===== src/rtl/alu_flag_reg.sv =====
// rtl/alu_flag_reg.sv - ALU status stage: masked NVCZ flag register, 2-entry snapshot FIFO, zero counter, zero-test error
module alu_flag_reg #(
    parameter int WIDTH = 8,
    parameter int CNT_W = 8
) (
    input  logic             clk,
    input  logic             rst,
    input  logic             in_valid,
    output logic             in_ready,
    input  logic [WIDTH-1:0] result,
    input  logic             zero_in,
    input  logic             carry_in,
    input  logic             ovf_in,
    input  logic [3:0]       flag_mask,
    input  logic             clr_flags,
    output logic             out_valid,
    input  logic             out_ready,
    output logic [WIDTH-1:0] out_result,
    output logic [3:0]       out_flags,
    output logic [3:0]       flags,
    output logic [CNT_W-1:0] zero_cnt,
    output logic             err
);

    logic [1:0]       count;
    logic             wr_ptr;
    logic             rd_ptr;
    logic [WIDTH-1:0] res_mem [2];
    logic [3:0]       flg_mem [2];

    logic             accept;
    logic             pop;
    logic [3:0]       flags_base;
    logic [3:0]       flags_new;
    logic [3:0]       flags_next;
    logic [CNT_W-1:0] cnt_base;
    logic [CNT_W-1:0] cnt_next;
    logic             err_base;
    logic             err_next;
    logic             mismatch;

    // Handshake qualifiers come from registered occupancy only.
    assign in_ready  = (count != 2'd2);
    assign out_valid = (count != 2'd0);
    assign accept    = in_valid & in_ready;
    assign pop       = out_valid & out_ready;

    assign out_result = out_valid ? res_mem[rd_ptr] : '0;
    assign out_flags  = out_valid ? flg_mem[rd_ptr] : 4'b0000;

    // Z follows the zero-test block; the local compare only polices it.
    assign mismatch  = zero_in != (result == '0);
    assign flags_new = {result[WIDTH-1], ovf_in, carry_in, zero_in};

    always_comb begin
        flags_base = clr_flags ? 4'b0000 : flags;
        flags_next = flags_base;
        if (accept) begin
            flags_next = (flags_base & ~flag_mask) | (flags_new & flag_mask);
        end
    end

    always_comb begin
        cnt_base = clr_flags ? '0 : zero_cnt;
        cnt_next = cnt_base;
        if (accept) begin
            if (!zero_in) begin
                cnt_next = '0;
            end else if (!(&cnt_base)) begin
                cnt_next = cnt_base + {{(CNT_W-1){1'b0}}, 1'b1};
            end
        end
    end

    always_comb begin
        err_base = clr_flags ? 1'b0 : err;
        err_next = err_base | (accept & mismatch);
    end

    always_ff @(posedge clk or posedge rst) begin
        if (rst) begin
            flags    <= 4'b0000;
            zero_cnt <= '0;
            err      <= 1'b0;
        end else begin
            flags    <= flags_next;
            zero_cnt <= cnt_next;
            err      <= err_next;
        end
    end

    always_ff @(posedge clk or posedge rst) begin
        if (rst) begin
            count      <= 2'd0;
            wr_ptr     <= 1'b0;
            rd_ptr     <= 1'b0;
            res_mem[0] <= '0;
            res_mem[1] <= '0;
            flg_mem[0] <= 4'b0000;
            flg_mem[1] <= 4'b0000;
        end else begin
            // Snapshot carries the same flag value FLAGS takes on this edge.
            if (accept) begin
                res_mem[wr_ptr] <= result;
                flg_mem[wr_ptr] <= flags_next;
                wr_ptr          <= ~wr_ptr;
            end
            if (pop) begin
                rd_ptr <= ~rd_ptr;
            end
            case ({accept, pop})
                2'b10:   count <= count + 2'd1;
                2'b01:   count <= count - 2'd1;
                default: count <= count;
            endcase
        end
    end

endmodule


===== config.mk =====
export PLATFORM = sky130hd
export DESIGN_NAME = alu_flag_reg
export DESIGN_NICKNAME = d
export VERILOG_FILES = /design/src/rtl/alu_flag_reg.sv
export SDC_FILE = /design/constraint.sdc
export NUM_CORES = 1
export LEC_CHECK = 0
export ABC_CLOCK_PERIOD_IN_PS = 5400
export BUFFER_PORTS_ARGS = -buffer_cell sky130_fd_sc_hd__buf_2
export CAP_MARGIN = 20
export CORE_UTILIZATION = 57
export CTS_CLUSTER_DIAMETER = 120
export CTS_CLUSTER_SIZE = 40
export DETAILED_ROUTE_END_ITERATION = 6
export GPL_ROUTABILITY_DRIVEN = 0
export PLACE_DENSITY_LB_ADDON = 0.3
export SETUP_SLACK_MARGIN = 0.2
export SLEW_MARGIN = 10
export SYNTH_ARGS = -nofsm -noshare
export SYNTH_HDL_FRONTEND = slang
export SYNTH_SLANG_ARGS = --single-unit

===== constraint.sdc =====
create_clock -name clk -period 5.4 [get_ports clk]
set_clock_uncertainty 0.2 [all_clocks]
set_input_delay 0.27 -clock clk [delete_from_list [all_inputs] [get_ports clk]]
set_output_delay 0.27 -clock clk [all_outputs]
set_load 0.02 [all_outputs]

Word level (Yosys, flattened, before mapping)
Index checks and enable logic that the tools add are counted.
{ "totals": {"inputBits": 20, "latch_bits": 0, "register_bits": 41, "ram_bits": 0, "output_inout_bits": 27, "wordCells": 59, "memories": 0, "mem_bits_ro": 0} }
{ "classes": {"multipliers": 0, "add_sub_neg": 3, "n_eq_ne": 4, "order_cmp": 3, "n_bitwise": 12, "mux": 22, "div_mod_pow": 0, "n_shift": 0, "n_reduce_logical": 5} }
{ "op_table": {"columns": ["cell", "n"], "rows": [
  ["2-to-1 mux 8 bit", 9],
  ["2-to-1 mux 4 bit", 7],
  ["bitwise mux 16 bit", 1],
  ["adder 8 x 1 -> 8 bit, second input constant", 1],
  ["bitwise AND 4 bit", 2],
  ["bitwise mux 8 bit", 1],
  ["demux 8 bit (select 1 bit)", 1],
  ["logical NOT 8 bit", 1],
  ["AND reduction 8 bit", 1],
  ["demux 4 bit (select 1 bit)", 1],
  ["greater-or-equal comparator 2 bit, second input constant", 2],
  ["inverter 1 -> 2 bit", 2],
  ["inverter 4 bit", 1],
  ["OR 4 bit", 1],
  ["case mux 2 bit (2 select lines)", 1],
  ["nonzero test 2 bit", 2],
  ["bitwise AND 1 bit", 3],
  ["adder 2 x 1 -> 2 bit, second input constant", 1],
  ["equality test 2 x 1 -> 1 bit, second input constant", 1],
  ["equality test 2 bit, second input constant", 1],
  ["< comparator 2 x 1 -> 1 bit, second input constant", 1],
  ["inequality test 2 bit, second input constant", 1],
  ["inverter 1 bit", 2],
  ["subtractor 2 x 1 -> 2 bit, second input constant", 1],
  ["4 further kinds", 4]
]} }

Logic depth before layout (Yosys ltp)
Gate-level depths: netlist (run 1).
{ "logic_depth": {"word_depth": 6, "ltp_mapped": 8, "depth_no_buf": 8} }

Worst setup path before layout (run 1)
OpenSTA, ideal clock, no wires.
{ "synth_path": {"path_kind": "reg2reg", "from": "register count[0]", "to": "register count[1]", "slack_ns": 3.571, "stages_incl_launch_ff": 8, "t_arrival_ns": 1.550, "setup_ns": 0.079, "required_ns": 5.121, "path_buffers": 0, "period_less_slack_ns": 1.829, "path_cell_list": "dfrtp_1 -> nor2b_4 -> inv_2 -> and2_4 -> inv_1 -> ha_1 -> nor2_1 -> xor2_1"} }
{ "synth_between": {"elab_chain_cells": 4, "word_cells_on_any_way": 10, "cone_classes": "add/sub (2); eq/ne (3); mux (1); bitwise (2); reduce/logical (2)"} }
{ "synth_lines": {"columns": ["element", "line_no", "source"], "rows": [
  ["start, declared", "25", "logic [1:0] count;"],
  ["start signal, assigned", "112", "2'b10: count <= count + 2'd1;"],
  ["start signal, assigned", "113", "2'b01: count <= count - 2'd1;"],
  ["start signal, assigned", "114", "default: count <= count;"],
  ["inequality test 2 bit *", "43", "assign in_ready = (count != 2'd2);"],
  ["via in_ready", "9", "output logic in_ready,"],
  ["bitwise AND 1 bit *", "45", "assign accept = in_valid & in_ready;"],
  ["equality test 2 x 1 -> 1 bit / equality test 2 bit (equally long branches)", "111", "case ({accept, pop})"],
  ["case mux 2 bit (2 select lines) / nonzero test 2 bit (equally long branches)", null, null]
]} }
Mark *: on every way through the listed nets, which the timed path passes. The rest lies on a longest branch.
A chain may end at the register's enable or synchronous reset.

Final worst setup path (run 1)
{ "layout_path": {"from": "register count[0]", "to": "output port out_result[7]"} }
{ "layout_between": {"elab_chain_cells": 2} }
{ "layout_lines": {"columns": ["element", "line_no", "source"], "rows": [
  ["nonzero test 2 bit", "44", "assign out_valid = (count != 2'd0);"],
  ["2-to-1 mux 8 bit", "48", "assign out_result = out_valid ? res_mem[rd_ptr] : '0;"],
  ["end, declared", "18", "output logic [WIDTH-1:0] out_result,"]
]} }
No other way between the ends.

==> results of run 1 <==
==> per-stage QoR <==
| stage | total power, mW | cells |
|---|---|---|
| global route | 1.472 | 290 |
| floorplan | 0.9673 | 180 |
| detailed placement | 1.120 | 267 |
| CTS | 1.382 | 290 |
| global placement | 1.097 | 267 |
| finish | 1.373 | 290 |
==> flip-flops by register name (all words and copies together) (netlist names) <==
register / count
rd_ptr: 1
flags: 4
wr_ptr: 1
res_mem: 16
err: 1
flg_mem: 8
zero_cnt: 8
count: 2
==> cell families (layout without fill, tap and decap cells) <==
| logic type | Yosys count | after routing | synth area share [%] |
|---|---|---|---|
| buffers and inverters | 11 | 75 | 3.270 |
| adders and majority gates | 1 | 1 | 0.6288 |
| DFF | 41 | 41 | 51.57 |
| AOI/OAI and AO/OA | 35 | 35 | 10.75 |
| xor gates and xnor gates | 6 | 6 | 2.641 |
| muxes | 28 | 28 | 15.47 |
| and+or+nand+nor | 58 | 58 | 15.66 |
==> placed cells by master (no fill, tap or decap), drive strengths merged, types with 2 or more instances in the layout <==
cell	Yosys	layout
inv	5	6
mux2i	12	12
o21bai	2	2
nor2b	3	3
nand2b	5	5
xor2	2	2
mux2	16	16
a21oi	16	16
buf	4	47
nor4	3	3
a31o	4	4
nor3	4	4
nor3b	2	2
xnor2	4	4
dfrtp	41	41
a31oi	4	4
nand2	10	10
clkbuf	2	5
bufinv	0	2
dlygate4sd3	0	15
nand3	3	3
nor2	24	24
o21ai	5	5
==> worst max-delay path, stage by stage, from the launching register on <==
cell     delay, ns
dfrtp_1       0.47
nor2_1        0.72
nor2_1        0.12
buf_2         0.20
==> layer usage <==
layer / up-vias / wire [µm] / global-route usage [%]
met5: - / 0 / 0
met4: 0 / 76 / 8.766
met3: 8 / 172 / 6.723
met2: 42 / 1988 / 40.37
met1: 730 / 1902 / 33.29
li1: 768 / - / -
==> how the worst max path moves through the flow <==
stage / to / slack [ns] / cells after the start
2_1_floorplan: count[1] / 3.57 / 7
3_3_place_gp: count[1] / 3.24 / 5
3_5_place_dp: count[1] / 3.13 / 5
4_1_cts: out_result[7] / 3.05 / 3
5_1_grt: out_flags[2] / 2.90 / 3
6_report: out_result[7] / 3.05 / 3
==> layout make-up <==
cell class	count	area share, %
clock inverter	3	2.758
sequential	41	41.12
inverter	5	0.7523
timing repair buffer	62	15.55
clock buffer	5	1.505
multi-input combinational	128	36.01
tap	46	2.307
==> synthesized netlist by cell type, types with 2 or more instances <==
| cell | count |
|---|---|
| mux2_2 | 14 |
| o21ai_0 | 4 |
| a21oi_1 | 16 |
| nand2_1 | 10 |
| nand3_1 | 2 |
| nor2b_1 | 2 |
| o21bai_1 | 2 |
| nor4_1 | 3 |
| nor2_1 | 24 |
| a31o_2 | 4 |
| mux2_4 | 2 |
| a31oi_1 | 4 |
| buf_6 | 3 |
| xor2_1 | 2 |
| nand2b_1 | 5 |
| mux2i_1 | 12 |
| nor3_1 | 4 |
| clkbuf_1 | 2 |
| dfrtp_1 | 41 |
| xnor2_1 | 4 |
| inv_1 | 4 |
==> power groups by stage <==
| stage | logic [mW] | clock network, mW | registers (mW) |
|---|---|---|---|
| final | 0.597 | 0.253 | 0.524 |
| after global routing | 0.659 | 0.269 | 0.544 |
| after CTS | 0.600 | 0.256 | 0.526 |
| after detailed placement | 0.587 | 0 | 0.533 |
| after global placement | 0.573 | 0 | 0.524 |
| after floorplan | 0.465 | 0 | 0.502 |
==> timing repair <==
action | in CTS | in global routing
resized for setup | 0 | 0
hold buffers | 15 | 0
hold endpoints to repair | 59 | 0
==> flow_summary_export.csv, run 1 <==
group,metric,value,unit
hold_path,hold_depth,2,
drt,wire_per_inst,14.28,µm
worst_setup_path,start_kind,"flip-flop",
die,num_io_pins,47,
clocking,clock-root-buffer,"clkbuf_4",
drt,initialDrtViolationCount,38,
clocking,cts.sink_count,41,
cells_and_area,area_delta_synth_final,25.41,%
drt,drc_errors,0,
synth,synth.net_count,201,
power_and_ir_drop,switching_share,38.85,%
synth,synth_area,1989,µm²
global_route,grt_max_degree,42,
hold_path,hold_start,"result[7]",
die,start_util,59.62,%
power_and_ir_drop,p_per_area,550.5,nW/µm²
cells_and_area,fill_cells,252,
drt,wirelength,4140,µm
timing,fin_ws,3.053,ns
synth,async_flop_share,100.0,%
timing,setup_viol,0,
cells_and_area,insertedDiodeCount,0,
timing,slew_viol_final,0,
synth,synth_cell_types,37,
timing,worst_pin_slew,0.9060,ns
die,die_w,61.08,µm
timing,hold_slack,0.02875,ns
clocking,path_clk_slew,0.13,ns
global_route,grt_pass1_wl,6658,µm
synth,synth.avg_cell_area,11.05,µm²
run_status,status,"finished, final reports clean",
timing,finalHoldViolations,0,
clocking,h-tree-depth,2,
worst_setup_path,r2r-start,"count[0]",
clocking,cts_buffers,5,
worst_setup_path,arrival,1.88,ns
flow_run,maxCapViolCount,0,
power_and_ir_drop,vdd_drop_max,0.2554,mV
synth,yosys_register_bits,41,
worst_setup_path,crit_start,"count[0]",
global_route,antenna_found_initial,0,
global_route,grt_overflow,0,
cells_and_area,register_area,1026,µm²
clocking,clock_latency,0.36,ns
timing,rsz0062_at_grt,"false",
synth,yosysWarnings,0,
timing,clock.fmax,0.4260,GHz
die,design.core.area,3337,µm²
timing,finalCritPeriodShare,43.47,%
power_and_ir_drop,p_switching,0.5335,mW
global_route,globalRouteTotalUtil,25.19,%
cells_and_area,multi_input_area,898.4,µm²
drt,drt_pre_antenna_iters,4,
timing,fin_tns_setup,0,ns
power_and_ir_drop,p_seq_share,38.2,%
power_and_ir_drop,internal_power,0.8398,mW
worst_setup_path,path_class,"reg -> out",
cells_and_area,drive_gt1_share,33.20,%
global_route,grt_pass1_vias,1500,
clocking,clock_path_buffers,2,
cells_and_area,final_nets,264,
worst_setup_path,crit_fanout,14,
worst_setup_path,rr_endpoint,"count[1]",
cells_and_area,final_core_util,74.77,%
placed_design,dp_slack,3.126,ns
synth,synth_edf_count,0,
drt,vias,1548,
drt,ant_nets,0,
synth,syn_inst,180,
synth,yosys.area.top_type,"dfrtp_1",
worst_setup_path,cp.required,4.93,ns
power_and_ir_drop,power_leakage,1.208,nW
timing,finalWorstPathRequiredPeriod,2.347,ns
timing,relSlewSlack,39.38,%
power_and_ir_drop,clkPwrFrac,18.4,%
synth,synthFlopType,"dfrtp_1",
cells_and_area,final_area,2495,µm²
clocking,post_cts_buffers,0,
drt,via_per_inst,5.338,
die,dieArea,3730,µm²
synth,synthTopCellsByArea,"dfrtp_1 (52%), mux2_2 (7.9%), mux2i_1 (6.0%), nor2_1 (4.5%), a21oi_1 (4.0%)",
synth,synth-seq-area-share,51.57,%
hold_path,hold-path-endpoint,"res_mem[15]",
placed_design,port_buffers,46,
synth,synth_top_cell_area_share,51.57,%
placed_design,place_area,2238,µm²
hold_path,hold_class,"in -> reg",
die,dieHeight,61.08,µm
worst_setup_path,r2r_setup_slack,3.10,ns
worst_setup_path,ff2ff_path_depth,5,
clocking,cts_tree,"done",
worst_setup_path,crit_path_end_kind,"output pin",
power_and_ir_drop,p_comb_share,43.4,%
die,rows,21,
placed_design,hpwl,2870,µm
Power figures use the tool's default switching activity.
==> inputs of run 2 (changes only) <==
--- a/config.mk
+++ b/config.mk
@@ -5,10 +5,10 @@
 export SDC_FILE = /design/constraint.sdc
 export NUM_CORES = 1
 export LEC_CHECK = 0
-export ABC_CLOCK_PERIOD_IN_PS = 5400
+export ABC_CLOCK_PERIOD_IN_PS = 2000
 export BUFFER_PORTS_ARGS = -buffer_cell sky130_fd_sc_hd__buf_2
 export CAP_MARGIN = 20
-export CORE_UTILIZATION = 57
+export CORE_UTILIZATION = 48
 export CTS_CLUSTER_DIAMETER = 120
 export CTS_CLUSTER_SIZE = 40
 export DETAILED_ROUTE_END_ITERATION = 6
==> constraint.sdc (replaced) <==
create_clock -name clk -period 2 [get_ports clk]
set_clock_uncertainty 0.2 [all_clocks]
set_input_delay 0.1 -clock clk [delete_from_list [all_inputs] [get_ports clk]]
set_output_delay 0.1 -clock clk [all_outputs]
set_load 0.02 [all_outputs]
==> run 2 against run 1 <==
Compared with the run above:
- count of clock-buffer cells in the layout stayed put
- critical path depth is 2 higher
- sequential share of layout area is 1.5 points lower
- die area is 18% higher
- first-iteration DRC count is 92% higher
- sequential power grew to 2.6 times the previous value
- critical path type is now reg -> reg
==> flow_summary_export.csv, run 2 (synthesized netlist as in run 1, its figures left out) <==
group,metric,value,unit
run_status,status,"finished, final reports clean",
drt,drt_pre_antenna_iters,4,
clocking,clock_latency,0.29,ns
cells_and_area,final_common_cell,"buf_2",
clocking,cts_tree,"done",
global_route,grt_pass1_vias,1453,
die,die_w,66.38,µm
cells_and_area,mostFrequentLayoutCells,"buf_2 (46), dfrtp_1 (40), nor2_1 (23)",
die,design.core.area,4000,µm²
placed_design,place_area,2283,µm²
clocking,cts_buffers,5,
clocking,clock-root-buffer,"clkbuf_8",
clocking,h-tree-depth,2,
timing,clock.fmax,0.5804,GHz
timing,setup_viol,0,
worst_setup_path,slowest_stage,"dfrtp_1",
worst_setup_path,crit_family,"flip-flops",
timing,slew_viol_final,0,
drt,via_per_inst,5.155,
die,dieArea,4406,µm²
power_and_ir_drop,power_leakage,1.246,nW
global_route,grt_overflow,0,
drt,wirelength,4067,µm
clocking,clock_path_buffers,2,
drt,wire_per_inst,13.42,µm
cells_and_area,drive_gt1_share,36.76,%
power_and_ir_drop,vdd_drop_max,0.7749,mV
worst_setup_path,cp.buffers_inverters,2,
cells_and_area,final_nets,273,
flow_run,maxCapViolCount,0,
cells_and_area,regMostFlops,"res_mem",
timing,fin_tns_setup,0,ns
global_route,antenna_found_initial,0,
cells_and_area,largest_reg_flops,16,
cells_and_area,largestRegisters,"res_mem x16, flg_mem x8, zero_cnt x8",
cells_and_area,final_area,2594,µm²
worst_setup_path,path_cells,"nor2b_4 -> buf_4 -> nor3b_4 -> buf_6 -> mux2_2",
worst_setup_path,crit_fanout,16,
drt,vias,1562,
timing,hold_slack,0.001731,ns
timing,finalHoldViolations,0,
timing,rsz0062_at_grt,"false",
global_route,grt_pass1_wl,6693,µm
power_and_ir_drop,p_per_area,1463,nW/µm²
drt,ant_nets,0,
timing,finalWorstPathRequiredPeriod,1.723,ns
worst_setup_path,crit_start,"count[1]",
worst_setup_path,start_kind,"flip-flop",
timing,finalCritPeriodShare,86.15,%
drt,initialDrtViolationCount,73,
worst_setup_path,critPathMaxStageDelay,0.41,ns
global_route,globalRouteTotalUtil,21.05,%
die,rows,23,
clocking,cts.sink_count,41,
cells_and_area,insertedDiodeCount,0,
placed_design,port_buffers,46,
placed_design,hpwl,2700,µm
die,dieHeight,66.38,µm
timing,worst_pin_slew,0.5168,ns
timing,relSlewSlack,65.55,%
hold_path,hold_class,"in -> reg",
worst_setup_path,arrival,1.71,ns
hold_path,hold_start,"out_ready",
clocking,path_clk_slew,0.08,ns
global_route,grt_max_degree,42,
worst_setup_path,r2r-start,"count[1]",
cells_and_area,area_delta_synth_final,30.38,%
die,start_util,49.73,%
worst_setup_path,cp.required,1.99,ns
die,num_io_pins,47,
drt,drc_errors,0,
worst_setup_path,crit_path_end_kind,"flip-flop",
worst_setup_path,path_class,"reg -> reg",
==> run 2: routing by layer <==
metal | wire length, µm | global-route usage [%] | up-vias
met5 | 0 | 0 | -
met4 | 57 | 7.181 | 0
met3 | 165 | 7.414 | 6
met2 | 1967 | 33.42 | 31
met1 | 1877 | 26.56 | 745
li1 | - | - | 780
==> run 2: final cells by class <==
type                    count  area, µm²
clock buffers               5      68.82
well taps                  50      62.56
clock inverters             3      46.29
multi-input cells         128      905.9
inverters                   5      21.27
flip-flops and latches     41       1027
repair buffers             71      461.7
fillers                   332       1406
==> run 2: tightest hold or removal path: stages <==
cell and delay [ns]:
buf_2 0.08, nor2b_1 0.20, xor2_1 0.09
==> run 2: power by group <==
group / switching (mW) / internal [mW]
sequential: 0.200 / 1.15
combinational: 0.970 / 0.807
clock: 0.293 / 0.373
==> run 2: worst paths after layout <==
kind / end / slack (ns) / cells past startpoint
min reg2reg: rd_ptr / 0.27 / 1
min: rd_ptr / 0.002 / 3
max: res_mem[13] / 0.28 / 5
max in group asynchronous: count[0] / 0.95 / 4
max reg2reg: res_mem[13] / 0.28 / 5
min in group asynchronous: flg_mem[3] / 0.26 / 4
==> run 2: repair_timing <==
item,in CTS,in global routing
setup endpoints to repair,1,10
resized for setup,0,4
hold endpoints to repair,70,0
hold buffers,16,0
buffers inserted,2,1
==> run 2: through the flow <==
stage          cells  util [%]  power, mW  worst slack (ns)
2_1_floorplan    180         -      2.619            0.2309
3_3_place_gp     276     57.08      3.028            0.2277
3_5_place_dp     276     57.08      3.070            0.1758
4_1_cts          302     64.34      3.797            0.2263
5_1_grt          303     64.84      4.068            0.2045
6_report         303     64.84      3.796            0.2770
